[config.mk]
export PLATFORM = sky130hd
export DESIGN_NAME = ysyx_22040237_mem_arb_flat
export DESIGN_NICKNAME = d
export VERILOG_FILES = /design/src/rtl/ysyx_22040237_mem_arb_if.sv /design/src/rtl/ysyx_22040237_mem_arb.sv /design/src/flat_wrapper.sv
export SDC_FILE = /design/constraint.sdc
export NUM_CORES = 1
export LEC_CHECK = 0
export BUFFER_PORTS_ARGS = -buffer_cell sky130_fd_sc_hd__buf_2
export CORE_AREA = 2 2 210 212
export DETAILED_ROUTE_END_ITERATION = 16
export DIE_AREA = 0 0 212 214
export PLACE_DENSITY_LB_ADDON = 0.08
export SLEW_MARGIN = 20
export SYNTH_ARGS = -nofsm -noshare
export SYNTH_HDL_FRONTEND = slang
export SYNTH_SLANG_ARGS = --single-unit
[constraint.sdc]
create_clock -name clk -period 2 [get_ports clk]
set_input_delay 0.4 -clock clk [delete_from_list [all_inputs] [get_ports clk]]
set_output_delay 0.4 -clock clk [all_outputs]
set_load 0.1 [all_outputs]
[src/rtl/ysyx_22040237_mem_arb_if.sv]
// IFU, LSU and memory-side handshake bundle for ysyx_22040237_mem_arb.
// slave = arbiter view; master = view of the requesters and memory around it.
`ifndef ysyx_22040237_REG_WIDTH
`define ysyx_22040237_REG_WIDTH 64
`endif

interface ysyx_22040237_mem_arb_if #(
    parameter int ADDR_W = 64,
    parameter int DATA_W = `ysyx_22040237_REG_WIDTH
);
    logic                ifu_req_valid;
    logic                ifu_req_ready;
    logic [ADDR_W-1:0]   ifu_req_addr;
    logic                ifu_resp_valid;
    logic [DATA_W-1:0]   ifu_resp_data;

    logic                lsu_req_valid;
    logic                lsu_req_ready;
    logic                lsu_req_wr;
    logic [ADDR_W-1:0]   lsu_req_addr;
    logic [DATA_W-1:0]   lsu_req_wdata;
    logic [DATA_W/8-1:0] lsu_req_wmask;
    logic                lsu_resp_valid;
    logic [DATA_W-1:0]   lsu_resp_data;

    logic                mem_req_valid;
    logic                mem_req_ready;
    logic                mem_req_wr;
    logic [ADDR_W-1:0]   mem_req_addr;
    logic [DATA_W-1:0]   mem_req_wdata;
    logic [DATA_W/8-1:0] mem_req_wmask;
    logic                mem_resp_valid;
    logic [DATA_W-1:0]   mem_resp_data;

    modport slave (
        input  ifu_req_valid, ifu_req_addr,
        output ifu_req_ready, ifu_resp_valid, ifu_resp_data,
        input  lsu_req_valid, lsu_req_wr, lsu_req_addr, lsu_req_wdata, lsu_req_wmask,
        output lsu_req_ready, lsu_resp_valid, lsu_resp_data,
        output mem_req_valid, mem_req_wr, mem_req_addr, mem_req_wdata, mem_req_wmask,
        input  mem_req_ready, mem_resp_valid, mem_resp_data
    );

    modport master (
        output ifu_req_valid, ifu_req_addr,
        input  ifu_req_ready, ifu_resp_valid, ifu_resp_data,
        output lsu_req_valid, lsu_req_wr, lsu_req_addr, lsu_req_wdata, lsu_req_wmask,
        input  lsu_req_ready, lsu_resp_valid, lsu_resp_data,
        input  mem_req_valid, mem_req_wr, mem_req_addr, mem_req_wdata, mem_req_wmask,
        output mem_req_ready, mem_resp_valid, mem_resp_data
    );
endinterface

[src/rtl/ysyx_22040237_mem_arb.sv]
// Shares one memory port between IFU and LSU, one transaction in flight at a time.
// Define YSYX_22040237_ARB_RR_EN for round-robin grant; default is fixed LSU priority.
//
// state  | meaning
// IDLE   | waiting for a request; the granted requester sees ready=1
// REQ    | mem_req_valid=1 with latched fields, waiting for mem_req_ready
// WAIT   | waiting for mem_resp_valid; response data captured here
// RESP   | one-cycle resp_valid to the owner of the transaction
`ifndef ysyx_22040237_REG_WIDTH
`define ysyx_22040237_REG_WIDTH 64
`endif

module ysyx_22040237_mem_arb #(
    parameter int ADDR_W = 64,
    parameter int DATA_W = `ysyx_22040237_REG_WIDTH
) (
    input logic                     clk,
    input logic                     rst,
    ysyx_22040237_mem_arb_if.slave  bus
);
    typedef enum logic [1:0] {
        S_IDLE = 2'd0,
        S_REQ  = 2'd1,
        S_WAIT = 2'd2,
        S_RESP = 2'd3
    } state_t;

    localparam logic OWN_IFU = 1'b0;
    localparam logic OWN_LSU = 1'b1;

    state_t              state_q;
    state_t              state_d;
    logic                owner_q;
    logic [ADDR_W-1:0]   addr_q;
    logic                wr_q;
    logic [DATA_W-1:0]   wdata_q;
    logic [DATA_W/8-1:0] wmask_q;
    logic [DATA_W-1:0]   ifu_rdata_q;
    logic [DATA_W-1:0]   lsu_rdata_q;

    logic grant_ifu;
    logic grant_lsu;
    logic accept;

`ifdef YSYX_22040237_ARB_RR_EN
    logic rr_last_q;

    // On a tie the requester that was not served last wins.
    always_comb begin
        grant_lsu = bus.lsu_req_valid && (!bus.ifu_req_valid || (rr_last_q == OWN_IFU));
        grant_ifu = bus.ifu_req_valid && (!bus.lsu_req_valid || (rr_last_q == OWN_LSU));
    end

    always_ff @(posedge clk or negedge rst) begin
        if (!rst) begin
            rr_last_q <= OWN_IFU;
        end else if (accept) begin
            rr_last_q <= grant_lsu ? OWN_LSU : OWN_IFU;
        end
    end
`else
    always_comb begin
        grant_lsu = bus.lsu_req_valid;
        grant_ifu = bus.ifu_req_valid && !bus.lsu_req_valid;
    end
`endif

    assign accept = (state_q == S_IDLE) && (grant_ifu || grant_lsu);

    always_ff @(posedge clk or negedge rst) begin
        if (!rst) begin
            state_q <= S_IDLE;
        end else begin
            state_q <= state_d;
        end
    end

    always_comb begin
        state_d = state_q;
        case (state_q)
            S_IDLE:  if (accept) state_d = S_REQ;
            S_REQ:   if (bus.mem_req_ready) state_d = S_WAIT;
            S_WAIT:  if (bus.mem_resp_valid) state_d = S_RESP;
            S_RESP:  state_d = S_IDLE;
            default: state_d = S_IDLE;
        endcase
    end

    // Request fields are frozen from accept until the next accept, so they hold through REQ.
    always_ff @(posedge clk or negedge rst) begin
        if (!rst) begin
            owner_q <= OWN_IFU;
            addr_q  <= '0;
            wr_q    <= 1'b0;
            wdata_q <= '0;
            wmask_q <= '0;
        end else if (accept) begin
            if (grant_lsu) begin
                owner_q <= OWN_LSU;
                addr_q  <= bus.lsu_req_addr;
                wr_q    <= bus.lsu_req_wr;
                wdata_q <= bus.lsu_req_wdata;
                wmask_q <= bus.lsu_req_wmask;
            end else begin
                owner_q <= OWN_IFU;
                addr_q  <= bus.ifu_req_addr;
                wr_q    <= 1'b0;
                wdata_q <= '0;
                wmask_q <= '0;
            end
        end
    end

    always_ff @(posedge clk or negedge rst) begin
        if (!rst) begin
            ifu_rdata_q <= '0;
            lsu_rdata_q <= '0;
        end else if ((state_q == S_WAIT) && bus.mem_resp_valid) begin
            if (owner_q == OWN_LSU) begin
                lsu_rdata_q <= bus.mem_resp_data;
            end else begin
                ifu_rdata_q <= bus.mem_resp_data;
            end
        end
    end

    // Readies are gated by rst because the reset state is IDLE, where they would otherwise follow valid.
    always_comb begin
        bus.ifu_req_ready  = rst && (state_q == S_IDLE) && grant_ifu;
        bus.lsu_req_ready  = rst && (state_q == S_IDLE) && grant_lsu;
        bus.mem_req_valid  = (state_q == S_REQ);
        bus.mem_req_wr     = wr_q;
        bus.mem_req_addr   = addr_q;
        bus.mem_req_wdata  = wdata_q;
        bus.mem_req_wmask  = wmask_q;
        bus.ifu_resp_valid = (state_q == S_RESP) && (owner_q == OWN_IFU);
        bus.lsu_resp_valid = (state_q == S_RESP) && (owner_q == OWN_LSU);
        bus.ifu_resp_data  = ifu_rdata_q;
        bus.lsu_resp_data  = lsu_rdata_q;
    end

endmodule

[src/flat_wrapper.sv]
// flat-port wrapper written by rule: the top's interface ports become plain ports
module ysyx_22040237_mem_arb_flat 
#(
    parameter int ADDR_W = 64,
    parameter int DATA_W = `ysyx_22040237_REG_WIDTH
)
  (clk, rst, bus_ifu_req_valid, bus_ifu_req_addr, bus_ifu_req_ready, bus_ifu_resp_valid, bus_ifu_resp_data, bus_lsu_req_valid, bus_lsu_req_wr, bus_lsu_req_addr, bus_lsu_req_wdata, bus_lsu_req_wmask, bus_lsu_req_ready, bus_lsu_resp_valid, bus_lsu_resp_data, bus_mem_req_valid, bus_mem_req_wr, bus_mem_req_addr, bus_mem_req_wdata, bus_mem_req_wmask, bus_mem_req_ready, bus_mem_resp_valid, bus_mem_resp_data);
  ysyx_22040237_mem_arb_if #(.ADDR_W(ADDR_W), .DATA_W(DATA_W)) bus_i ();
  input logic clk;
  input logic rst;
  input wire logic [$bits(bus_i.ifu_req_valid)-1:0] bus_ifu_req_valid;
  input wire logic [$bits(bus_i.ifu_req_addr)-1:0] bus_ifu_req_addr;
  output wire logic [$bits(bus_i.ifu_req_ready)-1:0] bus_ifu_req_ready;
  output wire logic [$bits(bus_i.ifu_resp_valid)-1:0] bus_ifu_resp_valid;
  output wire logic [$bits(bus_i.ifu_resp_data)-1:0] bus_ifu_resp_data;
  input wire logic [$bits(bus_i.lsu_req_valid)-1:0] bus_lsu_req_valid;
  input wire logic [$bits(bus_i.lsu_req_wr)-1:0] bus_lsu_req_wr;
  input wire logic [$bits(bus_i.lsu_req_addr)-1:0] bus_lsu_req_addr;
  input wire logic [$bits(bus_i.lsu_req_wdata)-1:0] bus_lsu_req_wdata;
  input wire logic [$bits(bus_i.lsu_req_wmask)-1:0] bus_lsu_req_wmask;
  output wire logic [$bits(bus_i.lsu_req_ready)-1:0] bus_lsu_req_ready;
  output wire logic [$bits(bus_i.lsu_resp_valid)-1:0] bus_lsu_resp_valid;
  output wire logic [$bits(bus_i.lsu_resp_data)-1:0] bus_lsu_resp_data;
  output wire logic [$bits(bus_i.mem_req_valid)-1:0] bus_mem_req_valid;
  output wire logic [$bits(bus_i.mem_req_wr)-1:0] bus_mem_req_wr;
  output wire logic [$bits(bus_i.mem_req_addr)-1:0] bus_mem_req_addr;
  output wire logic [$bits(bus_i.mem_req_wdata)-1:0] bus_mem_req_wdata;
  output wire logic [$bits(bus_i.mem_req_wmask)-1:0] bus_mem_req_wmask;
  input wire logic [$bits(bus_i.mem_req_ready)-1:0] bus_mem_req_ready;
  input wire logic [$bits(bus_i.mem_resp_valid)-1:0] bus_mem_resp_valid;
  input wire logic [$bits(bus_i.mem_resp_data)-1:0] bus_mem_resp_data;
  assign bus_i.ifu_req_valid = bus_ifu_req_valid;
  assign bus_i.ifu_req_addr = bus_ifu_req_addr;
  assign bus_ifu_req_ready = bus_i.ifu_req_ready;
  assign bus_ifu_resp_valid = bus_i.ifu_resp_valid;
  assign bus_ifu_resp_data = bus_i.ifu_resp_data;
  assign bus_i.lsu_req_valid = bus_lsu_req_valid;
  assign bus_i.lsu_req_wr = bus_lsu_req_wr;
  assign bus_i.lsu_req_addr = bus_lsu_req_addr;
  assign bus_i.lsu_req_wdata = bus_lsu_req_wdata;
  assign bus_i.lsu_req_wmask = bus_lsu_req_wmask;
  assign bus_lsu_req_ready = bus_i.lsu_req_ready;
  assign bus_lsu_resp_valid = bus_i.lsu_resp_valid;
  assign bus_lsu_resp_data = bus_i.lsu_resp_data;
  assign bus_mem_req_valid = bus_i.mem_req_valid;
  assign bus_mem_req_wr = bus_i.mem_req_wr;
  assign bus_mem_req_addr = bus_i.mem_req_addr;
  assign bus_mem_req_wdata = bus_i.mem_req_wdata;
  assign bus_mem_req_wmask = bus_i.mem_req_wmask;
  assign bus_i.mem_req_ready = bus_mem_req_ready;
  assign bus_i.mem_resp_valid = bus_mem_resp_valid;
  assign bus_i.mem_resp_data = bus_mem_resp_data;
  ysyx_22040237_mem_arb #(.ADDR_W(ADDR_W), .DATA_W(DATA_W)) u_core (.clk(clk), .rst(rst), .bus(bus_i));
endmodule
Word level (Yosys, flattened, before mapping)
Cells that the tools add are included.
{"block": "totals", "register_bits": 268}
{"block": "classes", "n_reduce_logical": 14, "n_eq_ne": 6, "n_mux": 9, "n_bitwise": 1}
{"operator": "$mux W64", "n": 2}
{"operator": "$logic_and A1 B1 Y1", "n": 8}
{"operator": "$mux W8", "n": 1}
{"operator": "$pmux W2 S4", "n": 1}
{"operator": "$mux W2", "n": 3}
{"operator": "$eq A2 B2 Y1 const B", "n": 2}
{"operator": "$ne A2 B1 Y1 const B", "n": 2}
{"operator": "$reduce_and A2 Y1", "n": 2}
{"operator": "$reduce_and A3 Y1", "n": 1}
{"operator": "$eq A2 B1 Y1 const B", "n": 1}
{"operator": "$logic_not A2 Y1", "n": 1}
{"operator": "$mux W1", "n": 2}
{"operator": "$ne A2 B2 Y1 const B", "n": 1}
{"operator": "$logic_not A1 Y1", "n": 1}
{"operator": "$logic_or A1 B1 Y1", "n": 1}
{"operator": "$not A1 Y1", "n": 1}

Depth between registers and ports, before layout
{"block": "logic_depth", "ltp_word": 6, "depth_mapped": 9}

Worst setup path after synthesis
OpenSTA, ideal clock, no wires.
{"block": "synth_path", "path_kind": "reg-to-output", "from": "register u_core.state_q[0]", "to": "output port bus_ifu_resp_valid", "t_required_ps": 1600, "path_buffers": 0, "stages_incl_launch_ff": 3, "t_arrival_ps": 1878, "slack_ps": -278, "path_cell_list": "dfrtp_1 -> ha_1 -> nor2b_1"}
{"block": "synth_via", "elab_chain_len": 2}
{"item": "start: declaration", "line_no": "ysyx_22040237_mem_arb.sv:31", "text": "state_t state_q;"}
{"item": "start signal: assignment", "line_no": "ysyx_22040237_mem_arb.sv:74", "text": "state_q <= state_d;"}
{"item": "$eq A2 B2 Y1", "line_no": "ysyx_22040237_mem_arb.sv:136", "text": "bus.ifu_resp_valid = (state_q == S_RESP) && (owner_q == OWN_IFU);"}
{"item": "$logic_and A1 B1 Y1", "line_no": "ysyx_22040237_mem_arb.sv:136"}
{"item": "end: declaration", "line_no": "flat_wrapper.sv:14", "text": "output wire logic [$bits(bus_i.ifu_resp_valid)-1:0] bus_ifu_resp_valid;"}
Every way passes these cells.

Worst setup path in the final report
{"block": "layout_path", "from": "register u_core.state_q[0]", "to": "output port bus_ifu_req_ready"}
{"block": "layout_via", "elab_chain_len": 3}
{"item": "$logic_not A2 Y1", "line_no": "ysyx_22040237_mem_arb.sv:129", "text": "bus.ifu_req_ready = rst && (state_q == S_IDLE) && grant_ifu;"}
{"item": "$logic_and A1 B1 Y1 (2 in series)", "line_no": "ysyx_22040237_mem_arb.sv:129"}
{"item": "end: declaration", "line_no": "flat_wrapper.sv:13", "text": "output wire logic [$bits(bus_i.ifu_req_ready)-1:0] bus_ifu_req_ready;"}
Every way passes these cells.

==> summary.md <==
| Metric | Value |
|---|---|
| Layout area overhead | 42.4% |
| CTS Sinks | 268 |
| Post-Route WL | 37,200 microns |
| Die Y-Extent | 214 microns |
| IO Pins | 541 |
| Worst setup slack after layout | -0.0678 ns |
| Die area | 0.0454 sq mm |
| Rel. slew slack | 39.3% |
| Hold Worst Slack | 0.0669 ns |
| Kind of critical path | reg -> out |
| Max Used Layer | met5 |
| Clk Latency, worst-skew pair | 0.56 ns |
| CP arrival | 1.67 ns |
| Cells after synthesis | 889 |
| Critical R2R Launch | u_core.state_q[0]$_DFFE_PN0P_ |
| Post-detail-place hpwl | 27,700 microns |
| Worst hold path type | in -> reg |
| FF-to-FF End | u_core.bus.ifu_resp_data[58]$_DFFE_PN0P_ |
| Tightest Pin Transition | 0.910 ns |
| Met3 WL | 3640 microns |
| 1st-iter DRT viols | 434 |
| Fmax | 484 MHz |
| Met2 WL | 17,800 microns |
| Worst-path maximum fanout | 4 |
| # port buffers | 540 |
| Post-Syn Area | 0.0108 sq mm |
| Clk pin slew, worst setup/hold paths | 0.06 ns |
| Core ar. | 0.0429 sq mm |
| Vias in the first global route | 8,952 |
| Yosys reg bits | 268 |
| Yosys cell types | 25 |
| Worst setup startpoint | u_core.state_q[0]$_DFFE_PN0P_ |
| Reg2Reg Depth | 7 |
| Hold path startpoint | bus_mem_resp_data[55] |
| First-pass GRT wire length | 54,800 microns |
| Synth warnings | 0 |
| Top cell type's share of synthesized area | 61.9% |
| Ratio of cells with drive above 1 in the final layout | 46.1% |
| Synthesized area per cell | 12.2 sq um |
| Clk buf depth | 3 |
| # nets final | 1,706 |
| Reg2Reg Setup Slack | 0.09 ns |
| Status | complete, but fails checks |
| Max Cap Viol | 0 |
| Antenna violations before repair | 16 |
| Std-Cell Rows | 76 |
| Post-route DRC | 0 |
| End of the critical path | bus_ifu_req_ready |
| GRT Overall Usage | 15.8% |
| H-tree depth | 1 |
| GR Overflow Total | 0 |
| Crit end category | primary output |
| Period minus WS final | 2.07 ns |
| CTS Root Cell | clkbuf_16 |
| Die width | 212 microns |
| Post-route ant nets | 0 |
| Num CTS Buffers | 31 |
| Worst clock skew | 0.0105 ns |
| Critical path required time | 1.60 ns |
| Final period util | 103% |
| Area leader, netlist | dfrtp_1 |
| Hold Fails Final Rpt | 0 |
| Largest net degree at the start of global routing | 145 |
| Detailed-route vias per instance | 4.19 |
| Commonest non-fill, non-tap cell in the layout | buf_2 |
| Syn nets | 1,164 |
| Worst setup SP type | flop |
| Vias | 8,578 |
| Final setup viols | 4 |
| Failing checks | setup timing |
| DR WL/cell | 18.2 microns |
| Final Max Slew Viols | 0 |
| TritonCTS clock tree | built |
| Top cells by area, synth | dfrtp_1, mux2_1, nand2_1 |
| Metal1 wirelength | 14,600 microns |
| GP Congestion | 0.741 |
| Initial Util | 25.3% |
| Sequential area share after synthesis | 61.9% |
| Final TNS setup | -0.162 ns |
| Unrepaired setup endpoints after global routing | yes |
| Drt pass-1 iters | 4 |
| Most frequent cells in the layout | buf_2, dfrtp_1, nand2_1, mux2_1, nand3_1 |
[metrics by stage]
stage | instance area [sq um] | cells | util [%] | setup slack, ns
finish | 15400 | 2045 | 36.0 | -0.0678
global placement | 14300 | 1973 | 33.3 | 0.193
global route | 15400 | 2042 | 36.0 | -0.142
detailed placement | 14300 | 1973 | 33.3 | 0.159
floorplan | 10800 | 889 | - | 0.00267
CTS | 15300 | 2036 | 35.8 | -0.110
[layer usage]
metal,up-vias,track usage (%)
li1,4101,-
met1,4020,18.4
met2,358,26.7
met3,79,5.91
met4,20,4.84
met5,-,0
[state kept, by name, indices dropped and copies added (netlist names)]
| register | flops |
|---|---|
| u_core.bus.mem_req_wmask | 8 |
| u_core.bus.mem_req_wdata | 64 |
| u_core.bus.ifu_resp_data | 64 |
| u_core.bus.mem_req_addr | 64 |
| u_core.state_q | 2 |
| u_core.bus.lsu_resp_data | 64 |
| u_core.owner_q | 1 |
| u_core.bus.mem_req_wr | 1 |
[synthesized netlist by cell type]
cell / n
nand2_1: 213
clkbuf_2: 3
inv_1: 3
o21ai_0: 62
and3_1: 1
mux2_2: 47
mux2i_1: 64
a221oi_1: 1
mux2_1: 82
nand3b_1: 1
nand3_2: 1
nand3_1: 73
buf_4: 6
ha_1: 4
clkbuf_1: 17
and2_1: 1
nor2_1: 1
nor2b_1: 2
buf_6: 16
o21ai_1: 2
o32a_1: 1
o21ai_4: 1
dfrtp_1: 268
and4b_1: 1
buf_2: 18
[cells by family (layout without fill, tap and decap cells)]
group                      Yosys count  after routing  synth area share [%]
AOI/OAI and AO/OA                   67             67                  3.28
other                                0              6                     0
adders and majority gates            4              4                 0.462
buffers and inverters               63            628                  3.74
and+or+nand+nor                    294            294                  11.3
DFF                                268            268                  61.9
muxes                              193            193                  19.3
[how the worst min path moves through the flow]
stage	endpoint	depth (start not counted)
floorplan	u_core.bus.ifu_resp_data[0]$_DFFE_PN0P_	0
global placement	u_core.bus.mem_req_wdata[54]$_DFFE_PN0P_	1
detailed placement	u_core.bus.mem_req_wdata[53]$_DFFE_PN0P_	1
CTS	u_core.bus.ifu_resp_data[3]$_DFFE_PN0P_	2
global route	u_core.bus.ifu_resp_data[41]$_DFFE_PN0P_	2
finish	u_core.bus.ifu_resp_data[55]$_DFFE_PN0P_	2
[critical path: stages, from the launching register on]
cell and delay (ns):
dfrtp_1 0.42, inv_2 0.09, ha_4 0.16, and4b_2 0.25
buf_12 0.18
[what timing repair did]
item,in CTS,in global routing
resized for setup,4,4
setup buffers,5,2
hold buffers,2,0
setup endpoints to repair,2,53
cloned,0,1
endpoints found under the hold margin,18,0
pin swaps,2,1
[final cells by class]
class	instances	area (sq um)
antenna	6	15.0
multi-input combinational	558	3760
tap	585	732
sequential	268	6710
clock inverter	9	123
clock buffer	47	896
fill	4414	27500
inverter	3	11.3
timing repair buffer	569	3190
Power is left out: the tool's default activity adds up to more than one toggle a clock period on the data nets, which glitch-free logic cannot reach.
